File: src/rtl/rr_arbiter8.sv
// Eight-way round-robin arbiter with a registered one-hot grant, its binary index,
// and an optional hold timeout that preempts long-running owners.
module rr_arbiter8 #(
  parameter int unsigned MAX_HOLD = 16,
  parameter int unsigned CNT_W    = 8
) (
  input  logic       clk,
  input  logic       rst_n,
  input  logic [7:0] req,
  input  logic       en,
  output logic [7:0] gnt,
  output logic [2:0] gnt_idx,
  output logic       gnt_valid,
  output logic       preempt
);

  typedef enum logic {IDLE, GRANT} state_t;

  localparam bit               TIMEOUT_EN = (MAX_HOLD != 0);
  localparam logic [CNT_W-1:0] HOLD_LAST  = TIMEOUT_EN ? CNT_W'(MAX_HOLD - 1) : '0;

  state_t           state, state_d;
  logic [2:0]       ptr, ptr_d;
  logic [CNT_W-1:0] hold_cnt, cnt_d;
  logic [7:0]       gnt_d;
  logic [2:0]       idx_d;
  logic             valid_d, pre_d;
  logic             found;
  logic [2:0]       pick, cand;

  // First requester at or after ptr, wrapping mod 8
  always_comb begin
    found = 1'b0;
    pick  = '0;
    cand  = '0;
    for (int unsigned i = 0; i < 8; i++) begin
      cand = ptr + 3'(i);
      if (!found && req[cand]) begin
        found = 1'b1;
        pick  = cand;
      end
    end
  end

  // gnt_idx doubles as the owner register while in GRANT
  always_comb begin
    state_d = state;
    ptr_d   = ptr;
    cnt_d   = hold_cnt;
    gnt_d   = gnt;
    idx_d   = gnt_idx;
    valid_d = gnt_valid;
    pre_d   = 1'b0;
    case (state)
      IDLE: begin
        if (en && found) begin
          state_d = GRANT;
          gnt_d   = 8'(1) << pick;
          idx_d   = pick;
          valid_d = 1'b1;
          cnt_d   = '0;
        end
      end
      GRANT: begin
        if (!req[gnt_idx] || (TIMEOUT_EN && hold_cnt == HOLD_LAST)) begin
          state_d = IDLE;
          gnt_d   = '0;
          idx_d   = '0;
          valid_d = 1'b0;
          ptr_d   = gnt_idx + 3'd1;
          pre_d   = req[gnt_idx];
        end else begin
          cnt_d = hold_cnt + CNT_W'(1);
        end
      end
      default: state_d = IDLE;
    endcase
  end

  always_ff @(posedge clk or negedge rst_n) begin
    if (!rst_n) begin
      state     <= IDLE;
      ptr       <= '0;
      hold_cnt  <= '0;
      gnt       <= '0;
      gnt_idx   <= '0;
      gnt_valid <= 1'b0;
      preempt   <= 1'b0;
    end else begin
      state     <= state_d;
      ptr       <= ptr_d;
      hold_cnt  <= cnt_d;
      gnt       <= gnt_d;
      gnt_idx   <= idx_d;
      gnt_valid <= valid_d;
      preempt   <= pre_d;
    end
  end

endmodule

File: config.mk
export PLATFORM = sky130hd
export DESIGN_NAME = rr_arbiter8
export DESIGN_NICKNAME = d
export VERILOG_FILES = /design/src/rtl/rr_arbiter8.sv
export SDC_FILE = /design/constraint.sdc
export NUM_CORES = 1
export LEC_CHECK = 0
export ABC_AREA = 1
export CAP_MARGIN = 15
export CELL_PAD_IN_SITES_DETAIL_PLACEMENT = 0
export CELL_PAD_IN_SITES_GLOBAL_PLACEMENT = 2
export CORE_MARGIN = 2
export CORE_UTILIZATION = 25
export DETAILED_ROUTE_END_ITERATION = 10
export GPL_TIMING_DRIVEN = 0
export PLACE_DENSITY = 0.64
export REMOVE_ABC_BUFFERS = 1
export SLEW_MARGIN = 20
export SYNTH_ARGS = -nofsm -noshare
export SYNTH_HDL_FRONTEND = slang
export SYNTH_SLANG_ARGS = --single-unit
File: constraint.sdc
create_clock -name clk -period 2.84 [get_ports clk]
set_clock_uncertainty 0.05 [all_clocks]
set_input_delay 0.426 -clock clk [delete_from_list [all_inputs] [get_ports clk]]
set_output_delay 0.426 -clock clk [all_outputs]
set_load 0.01 [all_outputs]
==> impl_metrics.json <==
{
  "status": "complete, no violations",
  "ant_nets": 0,
  "cp-start-kind": "flip-flop",
  "max_cap_violations": 0,
  "die_x_um": 94.0,
  "async_flop_share_pct": 100,
  "track_usage_pct": 13.4,
  "crit_family": "simple AND/OR/NAND/NOR gates",
  "hold_path.class": "in2async",
  "cp.required_ps": 2980,
  "syn_inst": 284,
  "synth_cell_types": 37,
  "grt_pass1_wl_um": 9460,
  "path_cells": "inv_6, ha_4, inv_4, nand3_1, nand3_1, nand2_2, nor2_8, nand4_4, nor2_4, nand3_2, nand3_4, nand2_2, inv_2, nand2_1, o21ai_1",
  "cp_max_fo": 15,
  "layout.cells.most_common_list": "nand2_1 (71), nand3_1 (36), inv_1 (27)",
  "grt_max_degree": 26,
  "clkTransAtPathRegs_ps": 90,
  "relSlewSlack_pct": 61.2,
  "via_per_inst": 4.60,
  "area_growth_syn_to_layout_pct": 21.4,
  "first_global_vias": 1867,
  "start_util_pct": 26.1,
  "rows": 32,
  "slew_violations": 0,
  "clk_latency_ps": 270,
  "fin_ws_ps": 223,
  "drive_above_1_share_pct": 16.1,
  "nets": 326,
  "synth_enable_flop_cells": 0,
  "finalCritPeriodShare_pct": 92.1,
  "yosysTopAreaCell": "dfrtp_1",
  "seq_area_frac_synth_pct": 30.9,
  "port-buffer-count": 23,
  "layout_min_cycle_time_ps": 2620,
  "worst_path_max_delay_cell": "dfrtp_2",
  "synth.avg_cell_area_um2": 7.13,
  "firstDrtPassIters": 4,
  "synthTopCellsByArea": "dfrtp_1 (31%), nand2_1 (13%), nand3_1 (9.1%)",
  "worstSetupPathType": "reg2reg",
  "synth_top_area_share_pct": 30.9,
  "synth_ff_type": "dfrtp_1",
  "cts_buffers": 3,
  "die_area_um2": 8830,
  "drt_wl_total_um": 5580,
  "worstMarginPinSlew_ps": 583,
  "finalSetupViolCount": 0,
  "yosys_warnings": 0,
  "dp_slack_ps": -420,
  "vias": 1895,
  "ys_seq_elements": 25,
  "coreArea_um2": 7770,
  "crit_buf_inv": 3,
  "synth_area_um2": 2020,
  "remaining_drc_errors": 0,
  "post-place-cells": 403,
  "chipHeight_um": 94.0,
  "crit_arrival_ps": 2760,
  "dr.first_iter.drc_count": 47,
  "antenna_found_initial": 0,
  "instances_no_fill": 412,
  "boundaryPins": 24,
  "cts_root_buf": "clkbuf_8",
  "hold_violations": 0,
  "endpoint_kind": "flip-flop",
  "overflow": 0,
  "hpwl_um": 4250,
  "fmax_mhz": 382,
  "clkSinkCount": 25,
  "avgRoutedWirePerCell_um": 13.6,
  "crit_path_max_incr_delay_ps": 450,
  "cts_max_path_buffers": 2,
  "htreeDepth": 1,
  "gp_congestion": 0.740,
  "mostFrequentLayoutCell": "nand2_1",
  "antennaDiodeCount": 0,
  "cts_tree": "built"
}
## cell usage after synthesis (all sizes together), types with 2 or more instances
master and instances:
a21oi 6, buf 6, dfrtp 25, ha 4, inv 36, mux2i 2
nand2 78, nand3 43, nand4 13, nor2 28, nor3 2, nor4 3
o21ai 19, o21bai 4, o22ai 2, xnor2 2, xor2 5
## through the flow
step	hold WS (ps)	TNS, ps	utilization [%]	cell area, um2
2_1_floorplan	80.4	0	-	1970
3_3_place_gp	415	-8500	30.0	2330
3_5_place_dp	412	-7070	29.9	2330
4_1_cts	119	0	31.0	2410
5_1_grt	128	-0.170	31.7	2460
6_report	101	0	31.7	2460
## timing repair
item / CTS / global route
hold endpoints to repair: 0 / 0
buffers inserted: 2 / 3
hold buffers: 0 / 0
gates resized for setup: 8 / 5
pin swaps: 0 / 1
endpoints found under the setup margin: 21 / 19
## kinds of logic after synthesis
family | Yosys count | share of synthesized area [%]
AND/OR/NAND/NOR | 169 | 41.8
multiplexers | 2 | 0.989
adder cells (fa/ha/maj) | 4 | 2.47
AO/OA/AOI/OAI | 35 | 10.9
XOR/XNOR | 7 | 3.77
flip-flops | 25 | 30.9
buffers and inverters | 42 | 9.21
## layer usage
| metal | part of all wire [%] | global-route usage, % | up-vias |
|---|---|---|---|
| met1 | 47 | 17.6 | 872 |
| met4 | 0.39 | 2.17 | 0 |
| met5 | 0 | 0 | - |
| met3 | 2.0 | 0.963 | 2 |
| li1 | - | - | 997 |
| met2 | 50 | 24.5 | 24 |
## final timing paths
kind,from,to,slack [ps],depth (start not counted)
min in group clk,gnt_valid$_DFFE_PN0P_,gnt_valid$_DFFE_PN0P_,430,2
max in group asynchronous,rst_n,ptr[1]$_DFFE_PN0P_,2220,1
worst max-delay path,ptr[0]$_DFFE_PN0P_,gnt[2]$_DFFE_PN0P_,220,15
worst min register to register,gnt_valid$_DFFE_PN0P_,gnt_valid$_DFFE_PN0P_,430,2
worst min-delay path,rst_n,gnt[6]$_DFFE_PN0P_,100,1
worst max register to register,ptr[0]$_DFFE_PN0P_,gnt[2]$_DFFE_PN0P_,220,15
## registers in the layout, summed over array words and instances, names as in the netlist
signal	flops
gnt_valid	1
ptr	3
hold_cnt	8
gnt	8
gnt_idx	3
state	1
preempt	1
## cell type report
class / instances / area [um2]
multi-input cells: 217 / 1250
clock inverters: 1 / 5.00
repair buffers: 28 / 263
clock buffers: 3 / 41.3
fillers: 887 / 5310
inverters: 36 / 148
well taps: 102 / 128
flip-flops and latches: 25 / 628
Power is left out: the tool's default activity adds up to more than one toggle a clock period on the data nets, which glitch-free logic cannot reach.
